==> src/rtl/tmds_tm_choice_if.sv <==
// Pixel-side bus for the TMDS transition-minimisation stage: input byte plus
// the registered 9-bit qm word and its ones count.
interface tmds_tm_choice_if;
  logic       valid_in;
  logic [7:0] data_in;
  logic [8:0] qm_out;
  logic [3:0] qm_ones_out;
  logic       valid_out;

  modport master (
    output valid_in,
    output data_in,
    input  qm_out,
    input  qm_ones_out,
    input  valid_out
  );

  modport slave (
    input  valid_in,
    input  data_in,
    output qm_out,
    output qm_ones_out,
    output valid_out
  );
endinterface

==> src/rtl/tmds_tm_choice.sv <==
// TMDS stage 1: XOR/XNOR chaining of one colour byte to minimise transitions,
// registered with one cycle of latency and a ones count for DC balancing.
module tmds_tm_choice (
  input  logic                   clk_in,
  input  logic                   rst_n_in,
  tmds_tm_choice_if.slave        bus
);

  logic [3:0] w_dataOnes;
  logic       w_useXnor;
  logic [8:0] w_qm;
  logic [3:0] w_qmOnes;

  logic [8:0] r_qm;
  logic [3:0] r_qmOnes;
  logic       r_valid;

  always_comb begin
    w_dataOnes = 4'd0;
    for (int i = 0; i < 8; i++) begin
      w_dataOnes = w_dataOnes + {3'd0, bus.data_in[i]};
    end
  end

  // Ties at four ones are broken on bit 0 so the choice is deterministic.
  assign w_useXnor = (w_dataOnes > 4'd4) ||
                     ((w_dataOnes == 4'd4) && !bus.data_in[0]);

  always_comb begin
    w_qm    = 9'h000;
    w_qm[0] = bus.data_in[0];
    for (int i = 1; i < 8; i++) begin
      w_qm[i] = w_useXnor ? ~(w_qm[i-1] ^ bus.data_in[i])
                          :  (w_qm[i-1] ^ bus.data_in[i]);
    end
    w_qm[8] = ~w_useXnor;
  end

  always_comb begin
    w_qmOnes = 4'd0;
    for (int i = 0; i < 8; i++) begin
      w_qmOnes = w_qmOnes + {3'd0, w_qm[i]};
    end
  end

  // Data registers only load on valid so idle cycles hold the last word.
  always_ff @(posedge clk_in or negedge rst_n_in) begin
    if (!rst_n_in) begin
      r_qm     <= 9'h000;
      r_qmOnes <= 4'd0;
      r_valid  <= 1'b0;
    end else begin
      r_valid <= bus.valid_in;
      if (bus.valid_in) begin
        r_qm     <= w_qm;
        r_qmOnes <= w_qmOnes;
      end
    end
  end

  assign bus.qm_out      = r_qm;
  assign bus.qm_ones_out = r_qmOnes;
  assign bus.valid_out   = r_valid;

endmodule

==> src/flat_wrapper.sv <==
// flat-port wrapper written by rule: the top's interface ports become plain ports
module tmds_tm_choice_flat 
  (clk_in, rst_n_in, bus_valid_in, bus_data_in, bus_qm_out, bus_qm_ones_out, bus_valid_out);
  tmds_tm_choice_if bus_i ();
  input  logic clk_in;
  input  logic rst_n_in;
  input wire logic [$bits(bus_i.valid_in)-1:0] bus_valid_in;
  input wire logic [$bits(bus_i.data_in)-1:0] bus_data_in;
  output wire logic [$bits(bus_i.qm_out)-1:0] bus_qm_out;
  output wire logic [$bits(bus_i.qm_ones_out)-1:0] bus_qm_ones_out;
  output wire logic [$bits(bus_i.valid_out)-1:0] bus_valid_out;
  assign bus_i.valid_in = bus_valid_in;
  assign bus_i.data_in = bus_data_in;
  assign bus_qm_out = bus_i.qm_out;
  assign bus_qm_ones_out = bus_i.qm_ones_out;
  assign bus_valid_out = bus_i.valid_out;
  tmds_tm_choice u_core (.clk_in(clk_in), .rst_n_in(rst_n_in), .bus(bus_i));
endmodule
==> config.mk <==
export PLATFORM = sky130hd
export DESIGN_NAME = tmds_tm_choice_flat
export DESIGN_NICKNAME = d
export VERILOG_FILES = /design/src/rtl/tmds_tm_choice_if.sv /design/src/rtl/tmds_tm_choice.sv /design/src/flat_wrapper.sv
export SDC_FILE = /design/constraint.sdc
export NUM_CORES = 1
export LEC_CHECK = 0
export BUFFER_PORTS_ARGS = -buffer_cell sky130_fd_sc_hd__buf_2
export CAP_MARGIN = 20
export CORE_MARGIN = 5
export CORE_UTILIZATION = 40
export CTS_BUF_LIST = sky130_fd_sc_hd__clkbuf_16
export CTS_CLUSTER_DIAMETER = 150
export DETAILED_ROUTE_END_ITERATION = 10
export GPL_TIMING_DRIVEN = 0
export HOLD_SLACK_MARGIN = 0.06
export RECOVER_POWER = 100
export REMOVE_ABC_BUFFERS = 1
export SETUP_SLACK_MARGIN = 0.3
export SLEW_MARGIN = 20
export SYNTH_ARGS = -nofsm -noshare
export SYNTH_HDL_FRONTEND = slang
export SYNTH_SLANG_ARGS = --single-unit
==> constraint.sdc <==
create_clock -name clk_in -period 1.3 [get_ports clk_in]
set_input_delay 0 -clock clk_in [delete_from_list [all_inputs] [get_ports clk_in]]
set_output_delay 0 -clock clk_in [all_outputs]
set_load 0.01 [all_outputs]
# Word-level counts from Yosys, hierarchy flattened
# Cells that the tools add are included.
dict set report totals {
  reg_bits 14
  in_bits 11
  output_inout_bits 14
  elab_cells 44
}
dict set report op_classes {
  n_addsub 14
  n_lt_le_gt_ge 1
  eq_ne 1
  n_mux 7
  bitwise 15
  reduce_logical 3
}
# op count
set ops {}
lappend ops {{$add A4 B1 Y4} 12}
lappend ops {{$not A1 Y1} 8}
lappend ops {{$mux W1} 7}
lappend ops {{$xor A1 B1 Y1} 7}
lappend ops {{$add A1 B1 Y2} 2}
lappend ops {{$eq A4 B3 Y1 const B} 1}
lappend ops {{$gt A4 B3 Y1 const B} 1}
lappend ops {{$logic_and A1 B1 Y1} 1}
lappend ops {{$logic_not A1 Y1} 1}
lappend ops {{$logic_or A1 B1 Y1} 1}

# Longest topological paths before layout
# Gate-level depths: netlist of run 1.
dict set report depth {
  depth_word 30
  depth_mapped 20
  mapped_depth_nobuf 20
}

# Least setup slack after synthesis of run 1
# No wires, ideal clock.
dict set report synth_path {
  path_kind {input port to flip-flop}
  start {input bus_data_in[0]}
  end {register u_core.r_qmOnes[2] (netlist: u_core.bus.qm_ones_out[2])}
  setup_ps 125
  arrival_time_ps 5008
  required_time_ps 1175
  setup_slack_ps -3833
  cell_stages 20
  path_buffers 0
  path_cell_list {ha_1 inv_1 fa_1 fa_1 inv_1 fa_1 fa_1 nor3b_1 o22ai_2 xnor2_1 ha_1 inv_1 fa_1 inv_1 fa_1 fa_1 inv_1 fa_1 xnor2_1 mux2_2}
}
dict set report synth_via {
  elab_chain_len 30
  word_cells_on_any_way 40
  classes_between {add/sub: 14; order compare: 1; eq/ne: 1; mux: 7; bitwise: 14; reduce/logical: 3}
}
# element line
set synth_lines {}
lappend synth_lines {{from (decl)} flat_wrapper.sv:8} ;# input wire logic [$bits(bus_i.data_in)-1:0] bus_data_in;
lappend synth_lines {{parallel branches: the longest is 10 deep, another holds $add A4 B1 Y4} -}
lappend synth_lines {{$mux W1 (*)} tmds_tm_choice.sv:33} ;# w_qm[i] = w_useXnor ? ~(w_qm[i-1] ^ bus.data_in[i])
lappend synth_lines {{named net u_core.w_qm[1]} tmds_tm_choice.sv:11} ;# logic [8:0] w_qm;
lappend synth_lines {{parallel branches: the longest is 18 deep, another holds $add A4 B1 Y4} -}
lappend synth_lines {{$add A4 B1 Y4 (*)} tmds_tm_choice.sv:42} ;# w_qmOnes = w_qmOnes + {3'd0, w_qm[i]};
lappend synth_lines {{to (signal assigned)} tmds_tm_choice.sv:56} ;# r_qmOnes <= w_qmOnes;
lappend synth_lines {{to (decl)} tmds_tm_choice.sv:15} ;# logic [3:0] r_qmOnes;
# Mark *: on every way through the listed nets, which the timed path passes.
# A chain may end at the register's enable or synchronous reset.

# Worst setup path after layout of run 1
# Same ends and word-level chain as after synthesis.

==> impl_metrics.tcl, run 1 <==
set metrics [dict create \
    p_int_uw 2250 \
    final_util_pct 59.1 \
    regToRegStartpoint "u_core.bus.qm_out[3]$_DFFE_PN0P_" \
    worstHoldPathCells 1 \
    clock_skew_ps 0 \
    grt_pass1_vias 737 \
    grt.overflow.total 0 \
    max_stage_delay_ps 520 \
    num_rows 18 \
    maxSlewHeadroom_pct 48.5 \
    drv_cap 0 \
    combinationalPowerShare_pct 63.6 \
    globalplace.congestion 0.667 \
    antenna_found_initial 0 \
    ys_seq_elements 14 \
    path_class "in -> reg" \
    syn_area_um2 988 \
    final-hold-violation-count 0 \
    grt_use_total_pct 12.3 \
    io_buffers 24 \
    end_kind "flip-flop" \
    layout-area-overhead-vs-synth_pct 44.2 \
    synthMuxAreaShare_pct 12.3 \
    cp.required_ps 1420 \
    status "complete, but fails checks" \
    swShare_pct 36.0 \
    worstHoldStart "bus_valid_in" \
    cp_num_cells 21 \
    cpMostUsedCell "fa_1" \
    rsz0062_at_grt "yes" \
    drive_above_1_share_pct 40.5 \
    synthAdderAreaFrac_pct 25.1 \
    violations "negative setup slack" \
    synth_compound_area_share_pct 3.42 \
    switchingPower_uw 1270 \
    wirelength_um 1950 \
    layout_commonest_cell "inv_1" \
    routedWlPerCell_um 12.9 \
    fin_ws_ps -3630 \
    io_pins 25 \
    fin_crit_sh_pct 379 \
    grt_max_degree 17 \
    crit_path_cell_trace "buf_8 -> ha_4 -> inv_4 -> fa_1 -> fa_1 -> inv_1 -> fa_2 -> fa_1 -> nor3b_2 -> o22ai_2 -> xnor2_2 -> ha_1 -> inv_1 -> fa_1 -> inv_2 -> fa_1 -> fa_2 -> inv_2 -> fa_2 -> xnor2_1 -> mux2_2" \
    ys_seq_area_share_pct 35.4 \
    slowest_stage "fa_1" \
    num_vias 693 \
    cts-buffers-inserted 3 \
    finalNetCount 148 \
    min_period_ps 4930 \
    cts_tree "yes" \
    dieWidth_um 59.7 \
    synthXorXnorAreaFrac_pct 13.5 \
    yosys.cell_types.count 17 \
    dp_hpwl_um 1450 \
    powerDensity_nw_per_um2 2470 \
    clock_latency_ps 240 \
    drt_iter0_drc 8 \
    setup_violations 10 \
    drc_errors 0 \
    root_buffer "clkbuf_16" \
    diodes 0 \
    min_path_type "in -> reg" \
    synth_top_family_by_area "adder cells" \
    reg2reg_depth 1 \
    p_seq_share_pct 20.1 \
    finalNonFillerCells 151 \
    core_region_area_um2 2410 \
    via_per_inst 4.59 \
    r2r-end "u_core.bus.qm_out[3]$_DFFE_PN0P_" \
    most-common-layout-cells "18 x inv_1, 15 x clkbuf_1, 14 x dfrtp_1" \
    clockBufferDepth 2 \
    ctsHtreeMaxLevel 1 \
    startpoint_type "input port" \
    start_util_pct 41.0 \
    postSynthAreaPerCell_um2 12.1 \
    chipHeight_um 59.7 \
    worst_path_dominant_cell_family "adder cells" \
    synthSimpleGateAreaFrac_pct 1.52 \
    final_antenna_net_count 0 \
    cp.arrival_ps 5060 \
    leakage_uw 0.000695 \
    grt_pass1_wl_um 3260 \
    die-area_um2 3570 \
    synth-warning-count 0 \
    syn_inst 82 \
    maxClockFrequency_mhz 203 \
    ir_worst_vdd_uv 1600 \
    drv_slew 0 \
    holdPathEnd "u_core.bus.valid_out$_DFF_PN0_" \
    path_clk_slew_ps 50 \
    pwr-share-clk_pct 16.3 \
    dr.pass1.iters 2 \
    crit_buf_inv 6 \
    dp_cells 134 \
    clock_sinks 14 \
    r2r_setup_slack_ps 550 \
    critPathMaxFanout 2 \
    worst_pin_slew_ps 772 \
]
worst max-delay path by stage:
stage	startpoint	endpoint	slack (ps)
6_report	bus_data_in[0]	u_core.bus.qm_ones_out[2]$_DFFE_PN0P_	-3630
2_1_floorplan	bus_data_in[0]	u_core.bus.qm_ones_out[2]$_DFFE_PN0P_	-3830
3_3_place_gp	bus_data_in[0]	u_core.bus.qm_ones_out[2]$_DFFE_PN0P_	-4180
5_1_grt	bus_data_in[0]	u_core.bus.qm_ones_out[2]$_DFFE_PN0P_	-3870
3_5_place_dp	bus_data_in[0]	u_core.bus.qm_ones_out[2]$_DFFE_PN0P_	-4250
4_1_cts	bus_data_in[0]	u_core.bus.qm_ones_out[2]$_DFFE_PN0P_	-3610
cells in the mapped netlist (all sizes together):
cell	count	area [µm²]
fa	8	160
ha	7	87.6
dfrtp	14	350
clkbuf	2	7.51
nor3b	1	7.51
o22ai	2	18.8
xnor2	9	86.3
mux2i	2	20.0
mux2	9	101
nor2	1	3.75
nand2	1	3.75
xnor3	1	22.5
a21oi	3	15.0
inv	21	78.8
xor3	1	25.0
power by group through the flow:
| stage | clock [µW] | sequential (µW) | combinational (µW) |
|---|---|---|---|
| CTS | 584 | 699 | 1910 |
| global route | 608 | 730 | 2510 |
| finish | 574 | 706 | 2240 |
| global placement | 0 | 695 | 1580 |
| detailed placement | 0 | 702 | 1620 |
| floorplan | 0 | 790 | 1090 |
final cells by class:
| class | count | area (µm²) |
|---|---|---|
| inverter | 21 | 81.3 |
| fill | 193 | 985 |
| multi-input combinational | 45 | 644 |
| clock inverter | 1 | 3.75 |
| timing repair buffer | 37 | 233 |
| clock buffer | 3 | 75.1 |
| sequential | 14 | 350 |
| tap | 30 | 37.5 |
state kept, by name, summed over array words and instances (netlist names):
register / count
u_core.bus.qm_out: 9
u_core.bus.qm_ones_out: 4
u_core.bus.valid_out: 1
routing by layer:
| layer | track usage, % | vias to the layer above | routed length [µm] |
|---|---|---|---|
| met5 | 0 | - | 0 |
| met4 | 1.90 | 0 | 6 |
| met3 | 4.32 | 2 | 151 |
| met2 | 22.5 | 18 | 1040 |
| met1 | 13.8 | 341 | 752 |
| li1 | - | 332 | - |
cell families (layout without fill, tap and decap cells):
family | after synthesis | after routing
flip-flops | 14 | 14
XOR/XNOR | 11 | 11
AND/OR/NAND/NOR | 3 | 3
buffers and inverters | 23 | 62
AO/OA/AOI/OAI | 5 | 5
adder cells (fa/ha/maj) | 15 | 15
multiplexers | 11 | 11
per-stage QoR:
stage	setup WS (ps)	hold WS [ps]	setup TNS [ps]	area, µm²	total power, µW
final	-3630	93.9	-22810	1430	3520
after global routing	-3870	110	-24470	1430	3850
after CTS	-3610	86.6	-22080	1340	3190
after detailed placement	-4250	-83.2	-27540	1140	2330
after global placement	-4180	-92.3	-26870	1140	2270
after floorplan	-3830	-296	-23550	981	1880
repair_timing:
action,CTS,global route
buffers inserted,5,7
hold endpoints to repair,14,0
endpoints found under the setup margin,11,11
gates resized for setup,18,10
pin swaps,5,1
hold buffers,1,0
Note: power is estimated with default switching activity, not from simulation.
==> inputs of run 2 (changes only) <==
Settings changed: PLACE_DENSITY set to 0.68.
==> run 2 against run 1 <==
Sequential share of layout area down 1.5 points. Clock skew stayed put. Final area is 6.5% higher. Critical endpoint unchanged. First-iteration DRC count is 63% lower. The run still ends with negative setup slack left. Non-clock buffer count rose by 5. Die area stayed put.
==> impl_metrics.tcl, run 2 (synthesis gave the netlist of run 1 again) <==
set metrics [dict create \
    status "complete, but fails checks" \
    violations "negative setup slack" \
    finalNetCount 153 \
    drive_above_1_share_pct 46.0 \
    most-common-layout-cells "16 x inv_1, 15 x clkbuf_1, 14 x dfrtp_1" \
    leakage_uw 0.000728 \
    io_pins 25 \
    cp.required_ps 1420 \
    crit_path_cell_trace "buf_8 -> ha_4 -> inv_4 -> fa_1 -> fa_1 -> inv_2 -> fa_2 -> fa_2 -> nor3b_4 -> o22ai_2 -> xnor2_2 -> ha_1 -> inv_2 -> fa_1 -> inv_2 -> fa_1 -> fa_2 -> inv_2 -> fa_2 -> xnor2_1 -> mux2_2" \
    rsz0062_at_grt "yes" \
    critPathMaxFanout 2 \
    via_per_inst 4.60 \
    min_path_type "in -> reg" \
    antenna_found_initial 0 \
    num_rows 18 \
    fillers 175 \
    diodes 0 \
    final_util_pct 63.0 \
    dr.pass1.iters 2 \
    ctsHtreeMaxLevel 1 \
    min_period_ps 4970 \
    startpoint_type "input port" \
    grt_pass1_vias 804 \
    root_buffer "clkbuf_16" \
    final-hold-violation-count 0 \
    cp-startpoint "bus_data_in[0]" \
    drc_errors 0 \
    clock_latency_ps 240 \
    finalNonFillerCells 156 \
    fin_tns_setup_ps -23680 \
    start_util_pct 41.0 \
    end_kind "flip-flop" \
    grt_max_degree 17 \
    reg2reg_depth 1 \
    grt_use_total_pct 13.8 \
    cp.arrival_ps 5090 \
    final_antenna_net_count 0 \
    num_vias 718 \
    clock_sinks 14 \
    dp_cells 134 \
    drv_cap 0 \
    layout_commonest_cell "inv_1" \
    cp-endpoint "u_core.bus.qm_ones_out[2]$_DFFE_PN0P_" \
    worst_pin_slew_ps 793 \
    routedWlPerCell_um 14.3 \
    r2r-end "u_core.bus.qm_out[5]$_DFFE_PN0P_" \
    io_buffers 24 \
    regToRegStartpoint "u_core.bus.qm_out[5]$_DFFE_PN0P_" \
    drt_iter0_drc 3 \
    wirelength_um 2230 \
    r2r_setup_slack_ps 530 \
    powerDensity_nw_per_um2 2440 \
    chipHeight_um 59.7 \
    die-area_um2 3570 \
    final_area_um2 1520 \
    setup_violations 11 \
    layout-area-overhead-vs-synth_pct 53.5 \
    max_stage_delay_ps 510 \
    grt_pass1_wl_um 3720 \
    path_clk_slew_ps 50 \
    cts_tree "yes" \
    grt.overflow.total 0 \
    path_class "in -> reg" \
    slowest_stage "fa_1" \
    cts-buffers-inserted 3 \
    dp_hpwl_um 1410 \
    clockBufferDepth 2 \
    fin_crit_sh_pct 383 \
    placed_area_um2 1140 \
    globalplace.congestion 0.688 \
    core_region_area_um2 2410 \
    largest_reg_flops 9 \
    maxClockFrequency_mhz 201 \
    ir_worst_vdd_uv 1750 \
    drv_slew 0 \
    clock_skew_ps 0 \
    fin_ws_ps -3670 \
    dieWidth_um 59.7 \
    maxSlewHeadroom_pct 47.1 \
]
## run 2: changes by cell type in the layout (fill, tap and decap cells not counted), sizes merged
cell  previous run  this run
buf             21        26
## run 2: power by group
part / total, µW / internal, µW / switching (µW)
clock: 573 / 406 / 168
sequential: 711 / 621 / 89.2
combinational: 2430 / 1340 / 1090
## run 2: how the worst min path moves through the flow
stage / start / to / slack (ps) / depth (start not counted)
after floorplan: rst_n_in / u_core.bus.qm_ones_out[0]$_DFFE_PN0P_ / -300 / 0
after global placement: rst_n_in / u_core.bus.valid_out$_DFF_PN0_ / -90 / 1
after detailed placement: rst_n_in / u_core.bus.valid_out$_DFF_PN0_ / -80 / 1
after CTS: bus_valid_in / u_core.bus.valid_out$_DFF_PN0_ / 80 / 1
after global routing: bus_valid_in / u_core.bus.valid_out$_DFF_PN0_ / 100 / 1
final: bus_valid_in / u_core.bus.valid_out$_DFF_PN0_ / 90 / 1
## run 2: per-stage QoR
step                total power [µW]  hold WS, ps  worst slack (ps)
global route                    4040         98.9             -3830
CTS                             3570         80.8             -3570
detailed placement              2330        -83.5             -4240
global placement                2260        -94.0             -4150
floorplan                       1880         -296             -3830
finish                          3710         91.6             -3670
## run 2: layer usage
metal	share of wire (%)	up-vias	GRT usage (%)
li1	-	342	-
met1	38	364	16.0
met2	57	12	26.1
met3	4.1	0	3.67
met4	0	0	1.27
met5	0	-	0
## run 2: final cells by class
| type | instances | area (µm²) | area share (%) |
|---|---|---|---|
| multi-input cells | 45 | 677 | 44.6 |
| clock inverters | 1 | 3.75 | 0.247 |
| inverters | 21 | 81.3 | 5.36 |
| well taps | 30 | 37.5 | 2.47 |
| repair buffers | 42 | 293 | 19.3 |
| clock buffers | 3 | 75.1 | 4.95 |
| flip-flops and latches | 14 | 350 | 23.1 |
## run 2: critical path: cells and delay by family
family,cells,cell delay (ps)
simple gates,1,200
buf+inv,6,300
compound gates,1,120
mux,1,250
fa+ha+maj,10,3900
xor+xnor,2,290
## run 2: what timing repair did
| item | 4_1_cts | 5_1_grt |
|---|---|---|
| endpoints found under the setup margin | 11 | 12 |
| hold endpoints to repair | 14 | 0 |
| setup buffers | 12 | 5 |
| hold buffers | 1 | 0 |
| gates resized for setup | 32 | 9 |
| pin swaps | 10 | 1 |
==> inputs of run 3 (changes only) <==
Settings changed: BUFFER_PORTS_ARGS -buffer_cell sky130_fd_sc_hd__buf_2 to -buffer_cell sky130_fd_sc_hd__clkbuf_2, RECOVER_POWER 100 to 50.
Clock period 1.3 ns to 5.5 ns, I/O delays scaled along.
==> run 3 against run 2 <==
The flow now finishes without violations. Non-clock buffer count down 16. Sequential power down 77%. First-iteration DRC count up 100%. Total power down 81%. Clock-buffer cell count unchanged. Worst setup slack better by 4200 ps. Combinational power down 84%. Cell count down 10%. Core utilization down 11 points. Routed wire length down 22%. Critical path depth unchanged. Highest routed layer is now met4.
==> impl_metrics.tcl, run 3 (synthesis gave the netlist of run 1 again) <==
set metrics [dict create \
    root_buffer "clkbuf_16" \
    dp_hpwl_um 1370 \
    largest_reg_flops 9 \
    met2_usage_pct 18.1 \
    worst_pin_slew_ps 775 \
    slowest_stage "fa_1" \
    drc_errors 0 \
    drt_iter0_drc 6 \
    cts_tree "yes" \
    use_met1_pct 13.4 \
    seq_area_um2 350 \
    grt_max_degree 17 \
    most-common-layout-cells "20 x inv_1, 17 x clkbuf_2, 14 x dfrtp_1" \
    chipHeight_um 59.7 \
    min_path_type "in -> reg" \
    num_rows 18 \
    cpMostUsedCell "fa_1" \
    power.total_uw 688 \
    ctsHtreeMaxLevel 1 \
    via_per_inst 4.59 \
    final_antenna_net_count 0 \
    antenna_found_initial 0 \
    status "finished, final reports clean" \
    ir_worst_vdd_uv 293 \
    routedWlPerCell_um 12.4 \
    maxSlewHeadroom_pct 48.3 \
    start_util_pct 41.0 \
    finalNetCount 137 \
    cp.required_ps 5630 \
    crit_path_cell_trace "clkbuf_2 -> ha_4 -> inv_2 -> fa_1 -> fa_1 -> inv_1 -> fa_2 -> fa_1 -> nor3b_2 -> o22ai_2 -> xnor2_1 -> ha_1 -> inv_1 -> fa_1 -> inv_1 -> fa_1 -> fa_1 -> inv_1 -> fa_1 -> xnor2_1 -> mux2_2" \
    drv_cap 0 \
    dr.pass1.iters 2 \
    critPathMaxFanout 4 \
    drive_above_1_share_pct 33.6 \
    drv_slew 0 \
    path_clk_slew_ps 50 \
    fin_tns_setup_ps 0 \
    layout-area-overhead-vs-synth_pct 26.1 \
    clock_sinks 14 \
    num_vias 643 \
    layout_commonest_cell "inv_1" \
    cts-buffers-inserted 3 \
    leakage_uw 0.000623 \
    worstHoldPathCells 2 \
    finalNonFillerCells 140 \
    diodes 0 \
    reg2reg_depth 1 \
    powerDensity_nw_per_um2 552 \
    dieWidth_um 59.7 \
    cp.arrival_ps 5110 \
    use_met3_pct 2.59 \
    clock_latency_ps 240 \
    die-area_um2 3570 \
    rsz0062_at_grt "no" \
    multi_input_area_um2 572 \
    grt_pass1_vias 670 \
    startpoint_type "input port" \
    clock_skew_ps 0 \
    end_kind "flip-flop" \
    fillers 213 \
    max_stage_delay_ps 520 \
    crit_buf_inv 6 \
    io_buffers 24 \
    worst_path_dominant_cell_family "adder cells" \
    grt_use_total_pct 11.0 \
    cp_num_cells 21 \
    clockBufferDepth 2 \
    setup_violations 0 \
    maxClockFrequency_mhz 201 \
    fin_crit_sh_pct 90.6 \
    wirelength_um 1730 \
    globalplace.congestion 0.709 \
    grt.overflow.total 0 \
    io_pins 25 \
    dp_cells 134 \
    top_usage_layer "met2" \
    final-hold-violation-count 0 \
    core_region_area_um2 2410 \
    grt_pass1_wl_um 2870 \
    min_period_ps 4980 \
    path_class "in -> reg" \
]
[run 3: changes by cell type in the layout (fill, tap and decap cells not counted), sizes merged]
| cell | change |
|---|---|
| buf | -25 |
| clkbuf | +9 |
[run 3: path summary, 6_finish.rpt]
check	startpoint	to	slack, ps
worst max-delay path	bus_data_in[0]	u_core.bus.qm_ones_out[2]$_DFFE_PN0P_	520
worst min-delay path	bus_data_in[0]	u_core.bus.qm_out[0]$_DFFE_PN0P_	110
worst max register to register	u_core.bus.qm_out[3]$_DFFE_PN0P_	u_core.bus.qm_out[3]$_DFFE_PN0P_	4740
worst min register to register	u_core.bus.qm_ones_out[0]$_DFFE_PN0P_	u_core.bus.qm_ones_out[0]$_DFFE_PN0P_	500
max in group asynchronous	rst_n_in	u_core.bus.qm_out[0]$_DFFE_PN0P_	4680
min in group asynchronous	rst_n_in	u_core.bus.valid_out$_DFF_PN0_	340
[run 3: area by class of cell]
type / count / share of cell area, %
inverter: 21 / 6.33
timing repair buffer: 26 / 10.3
tap: 30 / 3.01
sequential: 14 / 28.1
multi-input combinational: 45 / 45.9
clock buffer: 3 / 6.02
clock inverter: 1 / 0.301
[run 3: power by group]
part | internal (µW) | total [µW] | switching [µW]
sequential | 147 | 166 | 19.4
combinational | 190 | 381 | 191
clock | 96.4 | 141 | 44.3
[run 3: metal layers]
| layer | share of wire (%) | vias to the layer above |
|---|---|---|
| met5 | 0 | - |
| met4 | 1.6 | 0 |
| met3 | 5.3 | 2 |
| met2 | 49 | 14 |
| met1 | 44 | 317 |
| li1 | - | 310 |
[run 3: what timing repair did]
| item | in CTS | in global routing |
|---|---|---|
| resized for setup | 0 | 4 |
| endpoints found under the setup margin | 2 | 2 |
| hold buffers | 1 | 0 |
| setup buffers | 1 | 0 |
| hold endpoints to repair | 14 | 0 |
| pin swaps | 1 | 2 |
[run 3: metrics by stage]
step                      hold WS, ps  cell area [µm²]  utilization [%]  setup WS (ps)
final                             109             1250             51.7            516
after floorplan                  -296              981                -            367
after CTS                        69.2             1230             51.2            323
after global placement          -84.3             1140             47.2           53.2
after detailed placement        -70.4             1140             47.2          -29.3
after global routing              112             1250             51.7            311
